`config.mk`:
```
export PLATFORM = sky130hd
export DESIGN_NAME = btn_event_conditioner
export DESIGN_NICKNAME = d
export VERILOG_FILES = /design/src/rtl/btn_pkg.sv /design/src/rtl/btn_channel.sv /design/src/rtl/btn_event_conditioner.sv
export SDC_FILE = /design/constraint.sdc
export NUM_CORES = 1
export LEC_CHECK = 0
export CAP_MARGIN = 15
export CELL_PAD_IN_SITES_DETAIL_PLACEMENT = 0
export CELL_PAD_IN_SITES_GLOBAL_PLACEMENT = 1
export CORE_MARGIN = 2
export CORE_UTILIZATION = 35
export DETAILED_ROUTE_END_ITERATION = 8
export PLACE_DENSITY = 0.6
export SETUP_SLACK_MARGIN = 0.05
export SLEW_MARGIN = 20
export SYNTH_ARGS = -nofsm -noshare
export SYNTH_HDL_FRONTEND = slang
export SYNTH_HIERARCHICAL = 1
export SYNTH_SLANG_ARGS = --single-unit
```
`constraint.sdc`:
```
create_clock -name clk -period 6.5 [get_ports clk]
set_input_delay 0.65 -clock clk [delete_from_list [all_inputs] [get_ports clk]]
set_output_delay 0.65 -clock clk [all_outputs]
set_load 0.005 [all_outputs]
```
`src/rtl/btn_pkg.sv`:
```
`default_nettype none
// ============================================================================
//  Module      : btn_pkg
//  Description : Shared definitions for the button event conditioner.
//                Provides the 3-bit channel state encodings and the button
//                channel index constants that the brain FSM also uses.
//  Revision    : 1.0 - initial release
// ============================================================================
package btn_pkg;

    // Channel state encodings (3-bit)
    localparam logic [2:0] LOCKOUT   = 3'd0;
    localparam logic [2:0] IDLE      = 3'd1;
    localparam logic [2:0] DEB_PRESS = 3'd2;
    localparam logic [2:0] HELD      = 3'd3;
    localparam logic [2:0] DEB_REL   = 3'd4;

    typedef enum logic [2:0] {
        ST_LOCKOUT   = LOCKOUT,
        ST_IDLE      = IDLE,
        ST_DEB_PRESS = DEB_PRESS,
        ST_HELD      = HELD,
        ST_DEB_REL   = DEB_REL
    } btn_state_e;

    // Channel index of each physical button
    localparam int BTN_HEAL = 0;
    localparam int BTN_FEED = 1;
    localparam int BTN_RST  = 2;
    localparam int BTN_TST  = 3;

endpackage : btn_pkg
`default_nettype wire

```
`src/rtl/btn_channel.sv`:
```
`default_nettype none
// ============================================================================
//  Module      : btn_channel
//  Description : One button channel: 2-flop synchroniser, press/release
//                debounce, short/long press classification. The input is
//                already polarity-normalised (1 = pressed).
//  Revision    : 1.0 - initial release
// ============================================================================
module btn_channel
    import btn_pkg::*;
#(
    parameter int DEB_CYCLES  = 1_000_000,
    parameter int LONG_CYCLES = 250_000_000
) (
    input  logic clk,
    input  logic rst,          // asynchronous, active-low
    input  logic pressed_raw,  // asynchronous, 1 = pressed
    output logic level,
    output logic short_evt,
    output logic long_evt,
    output logic active_next   // channel will be outside IDLE next cycle
);

    localparam int CNT_W  = $clog2(DEB_CYCLES + 1);
    localparam int HOLD_W = $clog2(LONG_CYCLES + 1);

    localparam logic [CNT_W-1:0]  CNT_MAX   = CNT_W'(DEB_CYCLES);
    localparam logic [CNT_W-1:0]  CNT_LOCK  = CNT_W'(DEB_CYCLES - 1);
    localparam logic [CNT_W-1:0]  CNT_ONE   = CNT_W'(1);
    localparam logic [HOLD_W-1:0] HOLD_MAX  = HOLD_W'(LONG_CYCLES);
    localparam logic [HOLD_W-1:0] HOLD_LONG = HOLD_W'(LONG_CYCLES - 1);

    logic              sync_q1;
    logic              sync_q2;
    logic              s;

    btn_state_e        state;
    btn_state_e        state_nxt;
    logic [CNT_W-1:0]  cnt;
    logic [CNT_W-1:0]  cnt_nxt;
    logic [HOLD_W-1:0] hold;
    logic [HOLD_W-1:0] hold_nxt;
    logic [HOLD_W-1:0] hold_step;
    logic              long_done;
    logic              long_done_nxt;
    logic              level_nxt;
    logic              short_nxt;
    logic              long_nxt;
    logic              holding;
    logic              long_fire;

    // Two-flop synchroniser; resets to "pressed" so a held button stays locked out
    always_ff @(posedge clk or negedge rst) begin
        if (!rst) begin
            sync_q1 <= 1'b1;
            sync_q2 <= 1'b1;
        end else begin
            sync_q1 <= pressed_raw;
            sync_q2 <= sync_q1;
        end
    end

    assign s         = sync_q2;
    assign holding   = (state == ST_HELD) || (state == ST_DEB_REL);
    assign hold_step = (hold < HOLD_MAX) ? hold + HOLD_W'(1) : hold;
    assign long_fire = holding && (hold == HOLD_LONG) && !long_done;

    // State, counters and registered event outputs
    always_ff @(posedge clk or negedge rst) begin
        if (!rst) begin
            state     <= ST_LOCKOUT;
            cnt       <= '0;
            hold      <= '0;
            long_done <= 1'b0;
            level     <= 1'b0;
            short_evt <= 1'b0;
            long_evt  <= 1'b0;
        end else begin
            state     <= state_nxt;
            cnt       <= cnt_nxt;
            hold      <= hold_nxt;
            long_done <= long_done_nxt;
            level     <= level_nxt;
            short_evt <= short_nxt;
            long_evt  <= long_nxt;
        end
    end

    // Next-state, counter and event decode
    always_comb begin
        state_nxt     = state;
        cnt_nxt       = cnt;
        hold_nxt      = hold;
        long_done_nxt = long_done;
        level_nxt     = level;
        short_nxt     = 1'b0;
        long_nxt      = 1'b0;

        // Hold time keeps running through release bounce, so the long event
        // can fire from either HELD or DEB_REL.
        if (holding) begin
            hold_nxt = hold_step;
            if (long_fire) begin
                long_nxt      = 1'b1;
                long_done_nxt = 1'b1;
            end
        end

        case (state)
            ST_LOCKOUT: begin
                level_nxt = 1'b0;
                if (s) begin
                    cnt_nxt = '0;
                end else if (cnt >= CNT_LOCK) begin
                    state_nxt = ST_IDLE;
                    cnt_nxt   = '0;
                end else begin
                    cnt_nxt = cnt + CNT_ONE;
                end
            end
            ST_IDLE: begin
                level_nxt = 1'b0;
                cnt_nxt   = '0;
                if (s) begin
                    state_nxt = ST_DEB_PRESS;
                    cnt_nxt   = CNT_ONE;
                end
            end
            ST_DEB_PRESS: begin
                if (!s) begin
                    state_nxt = ST_IDLE;
                    cnt_nxt   = '0;
                end else if (cnt >= CNT_MAX) begin
                    state_nxt     = ST_HELD;
                    cnt_nxt       = '0;
                    level_nxt     = 1'b1;
                    hold_nxt      = '0;
                    long_done_nxt = 1'b0;
                end else begin
                    cnt_nxt = cnt + CNT_ONE;
                end
            end
            ST_HELD: begin
                if (!s) begin
                    state_nxt = ST_DEB_REL;
                    cnt_nxt   = CNT_ONE;
                end
            end
            ST_DEB_REL: begin
                if (s) begin
                    state_nxt = ST_HELD;
                    cnt_nxt   = '0;
                end else if (cnt >= CNT_MAX) begin
                    state_nxt = ST_IDLE;
                    cnt_nxt   = '0;
                    level_nxt = 1'b0;
                    // A long event in this same cycle still counts as long
                    short_nxt = !long_done && !long_fire;
                end else begin
                    cnt_nxt = cnt + CNT_ONE;
                end
            end
            default: begin
                state_nxt = ST_LOCKOUT;
                cnt_nxt   = '0;
                level_nxt = 1'b0;
            end
        endcase
    end

    assign active_next = (state_nxt != ST_IDLE);

endmodule : btn_channel
`default_nettype wire

```
`src/rtl/btn_event_conditioner.sv`:
```
`default_nettype none
// ============================================================================
//  Module      : btn_event_conditioner
//  Description : Turns raw asynchronous push-buttons into debounced levels
//                and one-cycle short/long press events, one channel per bit.
//  Revision    : 1.0 - initial release
// ============================================================================
module btn_event_conditioner
    import btn_pkg::*;
#(
    parameter int N_BTN       = 4,
    parameter int DEB_CYCLES  = 1_000_000,
    parameter int LONG_CYCLES = 250_000_000,
    parameter int ACTIVE_LOW  = 0
) (
    input  logic             clk,
    input  logic             rst,          // asynchronous, active-low
    input  logic [N_BTN-1:0] btn_i,
    output logic [N_BTN-1:0] btn_level_o,
    output logic [N_BTN-1:0] short_o,
    output logic [N_BTN-1:0] long_o,
    output logic             busy_o
);

    logic [N_BTN-1:0] pressed_raw;
    logic [N_BTN-1:0] active_next;

    // Normalise polarity so every channel sees 1 = pressed
    assign pressed_raw = (ACTIVE_LOW != 0) ? ~btn_i : btn_i;

    generate
        for (genvar i = 0; i < N_BTN; i++) begin : g_chan
            btn_channel #(
                .DEB_CYCLES  (DEB_CYCLES),
                .LONG_CYCLES (LONG_CYCLES)
            ) u_chan (
                .clk         (clk),
                .rst         (rst),
                .pressed_raw (pressed_raw[i]),
                .level       (btn_level_o[i]),
                .short_evt   (short_o[i]),
                .long_evt    (long_o[i]),
                .active_next (active_next[i])
            );
        end
    endgenerate

    // Registered busy flag, aligned with the channel state registers
    always_ff @(posedge clk or negedge rst) begin
        if (!rst) begin
            busy_o <= 1'b0;
        end else begin
            busy_o <= |active_next;
        end
    end

endmodule : btn_event_conditioner
`default_nettype wire

```
; Word-level counts from Yosys, hierarchy flattened
; Cells that the tools add are included.
[word_totals]
ff_bits = 229
input_bits = 6
out_inout_bits = 13
elab_cells = 286
[classes]
addsub = 8
order_cmp = 12
n_eq_ne = 44
n_mux = 148
bitwise_logic = 4
reduce_logical = 33
[ops]
columns = operator, count
row1 = two-way mux 28 bit, 20
row2 = two-way mux 20 bit, 24
row3 = one-hot mux 20 bit (5 select lines), 4
row4 = ">= comparator 20 bit, second input constant", 8
row5 = "adder 28 x 1 -> 28 bit, second input constant", 4
row6 = "== test 28 bit, second input constant", 4
row7 = "less-than comparator 28 bit, second input constant", 4
row8 = two-way mux 3 bit, 32
row9 = "adder 20 x 1 -> 20 bit, second input constant", 4
row10 = two-way mux 1 bit, 60
row11 = one-hot mux 3 bit (5 select lines), 4
row12 = "== test 3 x 2 -> 1 bit, second input constant", 8
row13 = "inequality test 2 bit, second input constant", 12
row14 = AND reduction 5 bit, 4
row15 = "inequality test 2 x 1 -> 1 bit, second input constant", 8
row16 = "== test 3 x 1 -> 1 bit, second input constant", 4
row17 = "== test 3 bit, second input constant", 4
row18 = logical AND 1 bit, 12
row19 = zero test 3 bit, 4
row20 = "inequality test 3 x 1 -> 1 bit, second input constant", 4
row21 = one-hot mux 1 bit (3 select lines), 4
row22 = zero test 1 bit, 8
row23 = logical OR 1 bit, 4
row24 = inverter 1 bit, 4
row25 = OR reduction 4 bit, 1

; Depth between registers and ports, before layout
[logic_depth]
ltp_word = 9
depth_mapped = 9
ltp_nobuf = 7

; By module
; The synthesis kept the hierarchy.
[modules_own_cells]
columns = mod, instances, cells_each, area_per_inst_um2, seq_area_each_um2
row1 = btn_channel (g_chan[0].u_chan ...), 2, 367, 3319.4, 1428.9
row2 = btn_channel (g_chan[1].u_chan), 1, 398, 3522.1, 1428.9
row3 = btn_channel (g_chan[3].u_chan), 1, 371, 3349.5, 1428.9
row4 = btn_event_conditioner, 1, 2, 32.5, 25.0

; Worst setup path after synthesis
; No wires, ideal clock.
[synth_timing]
path_kind = register -> register
start = reg g_chan[1].u_chan.cnt[0]
end = reg busy_o
setup_ps = 139
arrival_time_ps = 1916
t_required_ps = 6361
path_slack_ps = 4445
stages_incl_launch_ff = 9
path_buffers = 1
synth_period_minus_slack_ps = 2055
path_cell_list = dfrtp_1 > ha_1 > and3_1 > clkbuf_1 > and4_1 > a21oi_1 > nor3_1 > o21ai_0 > or4_1
[synth_via]
elab_chain_cells = 6
elab_cells_between_ends = 11
cone_classes = order compare: 2 / eq/ne: 1 / mux: 7 / reduce/logical: 1
[synth_rtl]
columns = element, line_no
row1 = start: declaration, btn_channel.sv:39  ; logic [CNT_W-1:0] cnt;
row2 = start signal: assignment, btn_channel.sv:80  ; cnt <= cnt_nxt;
row3 = >= comparator 20 bit (on tied branches), "btn_channel.sv:133, btn_channel.sv:153, btn_channel.sv:114"
row4 = two-way mux 3 bit (on tied branches), "btn_channel.sv:153, btn_channel.sv:114, btn_channel.sv:133"
row5 = two-way mux 3 bit (on tied branches), "btn_channel.sv:150, btn_channel.sv:112, btn_channel.sv:130"
row6 = one-hot mux 3 bit (5 select lines) *, btn_channel.sv:109  ; case (state)
row7 = inequality test 3 x 1 -> 1 bit *, btn_channel.sv:171  ; assign active_next = (state_nxt != ST_IDLE);
row8 = via active_next[1], btn_event_conditioner.sv:26  ; logic [N_BTN-1:0] active_next;
row9 = OR reduction 4 bit *, btn_event_conditioner.sv:53  ; busy_o <= |active_next;
row10 = end signal: assignment, btn_event_conditioner.sv:53
row11 = end: declaration, btn_event_conditioner.sv:22  ; output logic busy_o
; Mark *: on every way through the listed nets, which the timed path passes. The rest lies on a longest branch.
; A chain may end at the register's enable or synchronous reset.

; Worst setup path after layout
[layout_timing]
start = reg g_chan[1].u_chan.cnt[15]
end = reg g_chan[1].u_chan.cnt[13]
[layout_via]
elab_chain_cells = 4
elab_cells_between_ends = 8
cone_classes = order compare: 2 / mux: 6
[layout_rtl]
columns = element, line_no
row1 = >= comparator 20 bit (on tied branches), "btn_channel.sv:133, btn_channel.sv:153, btn_channel.sv:114"
row2 = two-way mux 20 bit (on tied branches), "btn_channel.sv:133, btn_channel.sv:153, btn_channel.sv:114"
row3 = two-way mux 20 bit (on tied branches), "btn_channel.sv:150, btn_channel.sv:112, btn_channel.sv:130"
row4 = one-hot mux 20 bit (5 select lines) *, btn_channel.sv:109
; Every way passes the cells marked *; elsewhere a longest branch is shown, timed or not.

==> metrics.csv <==
metric;value;unit
worst_path_largest_cell_delay;840;ps
peakVddDrop;168.1;uV
critPathLaunchType;flip-flop;
synthXorXnorAreaFrac;4.139;%
synth_top_family_by_area;simple AND/OR/NAND/NOR gates;
initial_core_util;35.29;%
crit_buf_inv;0;
slew_headroom;30.41;%
core_area;38380;um^2
nFillCells;3939;
ff2ff_path_depth;5;
fmax;365.5;MHz
ys_seq_area_share;42.39;%
p_leak;6.178;nW
gr-usage-all-layers;16.21;%
cts.clk_slew.worst_paths;60;ps
fin_crit_sh;42.09;%
clockBufferDepth;3;
setup_viol;0;
grt_pass1_wl;55.78;mm
crit_type;flip-flop to flip-flop;
cts-root-buf;clkbuf_16;
clk_latency;550;ps
routed_via_density;5.424;
synth_top_cell_by_area;dfrtp_1;
synth_edf_count;0;
ctsResizeCount;0;
diodes;0;
fin_nets;1509;
ys_types;93;
die_h;200.7;um
ant_nets;0;
status;completed;
synthFlopType;dfrtp_1;
power_density;230.1;nW/um^2
synth_adder_area_share;1.109;%
critPathMaxFanout;27;
crit_family;simple AND/OR/NAND/NOR gates;
ys_warn_count;6;
cts.sinks;229;
ctsHtreeMaxLevel;1;
design_area;15100;um^2
die_w;200.7;um
layout_setup_ws;3764;ps
r2r_start;g_chan[1].u_chan/cnt[15];
synth_area_leaders;dfrtp_1 (41%), nand2_1 (4.1%), nand3_1 (3.9%), nor2_1 (3.7%), xor2_1 (3.6%);
drv_cap;0;
syn_area;13540;um^2
ctsHoldBuffers;0;
drt_iter0_drc;542;
rows;72;
skew;6.056;ps
dp_hpwl;21.00;mm
syn_avg_cell_area;8.999;um^2
holdCritPathClass;primary input to asynchronous set/reset pin;
ys_seq_elements;229;
muxShareOfSynthArea;2.300;%
cp-end-kind;flip-flop;
finalWeightedCongestion;0.7767;
synth-compound-area-share;14.87;%
drc_errors;0;
final_common_cell;dfrtp_1;
syn_inst;1505;
numCtsBuffers;29;
worstPathArrival;3180;ps
port_buffers;18;
placed_cell_area;14040;um^2
async_reset_ff_share;100.0;%
drive_gt1_share;8.460;%
overflow;0;
pre_cts_ws;3597;ps
synth_top_area_share;40.84;%
worstMarginPinSlew;1043;ps
io_pins;19;
final_cell_mix;dfrtp_1 (221), nand2_1 (149), nor2_1 (133), nand3_1 (106), nand4_1 (74);
post_drt_wl_per_cell;16.02;um
reg2reg_slack;3760;ps
critPathRequiredTime;6950;ps
area_delta_synth_final;11.51;%
tns;0;ps
finalHoldViolCount;0;
synthSimpleGateAreaFrac;31.14;%
syn_nets;1523;
die_area;40280;um^2
grt_max_degree;119;
antenna_found_initial;0;
route.vias.total;11016;
dr.pass1.iters;5;
slew_viol_final;0;
reg2reg_to;g_chan[1].u_chan/cnt[13];
crit_slowest_cell;nor2_2;
wirelength;32.53;mm
tritoncts;built;
rsz0062_at_grt;false;
layout_min_cycle_time;2736;ps
grt_pass1_vias;10726;
post_cts_buffers;0;
cp_cell_sequence;nor3_1 > a311oi_4 > nor2_2 > nand2_2 > o311ai_1;
## metrics by stage
stage / std cells / util (%) / power (mW) / hold WS [ps]
final: 2031 / 39.35 / 3.475 / 117.4
after global routing: 2031 / 39.35 / 3.653 / 228.5
after CTS: 2028 / 39.24 / 3.543 / 179.8
after detailed placement: 1975 / 36.58 / 1.773 / 347.0
after global placement: 1975 / 36.58 / 1.770 / 347.7
after floorplan: 1505 / - / 1.705 / 345.2
## kinds of logic after synthesis
logic type / Yosys count
muxes: 31
DFF: 229
AOI/OAI and AO/OA: 292
adders and majority gates: 12
xor gates and xnor gates: 64
and+or+nand+nor: 764
buffers and inverters: 113
## where the power goes
part / internal, mW / total (mW) / leakage, nW / switching, mW
logic: 0.0797 / 0.238 / 2.52 / 0.159
registers: 1.46 / 1.51 / 3.15 / 0.0490
clock network: 1.09 / 1.73 / 0.512 / 0.643
total: 2.62 / 3.48 / 6.18 / 0.851
## cells in the mapped netlist (15+ instances only)
cell type / instances
a31oi_1: 19
nand2_1: 149
o21ai_0: 63
o31ai_1: 20
nand2b_1: 16
inv_1: 41
clkbuf_1: 32
buf_2: 20
or3_1: 27
mux2i_1: 30
nor2_1: 133
xor2_1: 56
dfrtp_1: 221
nand3_1: 106
o21a_1: 15
and2_1: 24
and4_1: 29
nor3_1: 54
and3_1: 39
nand4_1: 74
nor4_1: 15
a21oi_1: 67
## how the worst max path moves through the flow
stage	start	to	slack [ps]	depth (start not counted)
global route	g_chan[1].u_chan/cnt[15]	g_chan[1].u_chan/cnt[13]	3450	5
floorplan	g_chan[1].u_chan/cnt[0]	busy_o	4440	8
finish	g_chan[1].u_chan/cnt[15]	g_chan[1].u_chan/cnt[13]	3760	5
global placement	g_chan[1].u_chan/cnt[0]	g_chan[1].u_chan/cnt[13]	3670	6
detailed placement	g_chan[1].u_chan/cnt[0]	g_chan[1].u_chan/cnt[13]	3600	6
CTS	g_chan[1].u_chan/cnt[0]	g_chan[1].u_chan/cnt[13]	3580	6
## area by class of cell
class	instances	area (um^2)	area share (%)
clock inverters	17	239.0	1.582
flip-flops and latches	229	5741	38.01
inverters	41	153.9	1.019
well taps	518	648.1	4.292
multi-input cells	1163	7262	48.09
clock buffers	36	782.0	5.178
repair buffers	27	276.5	1.831
## sequential cells by signal, indices dropped and copies added (netlist names)
signal                   flops
busy_o                       1
g_chan.u_chan/hold         112
g_chan.u_chan/level          4
g_chan.u_chan/s              4
g_chan.u_chan/long_evt       4
g_chan.u_chan/long_done      4
g_chan.u_chan/short_evt      4
g_chan.u_chan/cnt           80
g_chan.u_chan/sync_q1        4
g_chan.u_chan/state         12
## layer usage
metal	share of wire, %	track usage, %
met3	3.2	2.273
met2	45	26.29
met1	51	23.08
met5	0	0
met4	1.4	3.466
No activity file was read; power rests on OpenSTA's default activity.
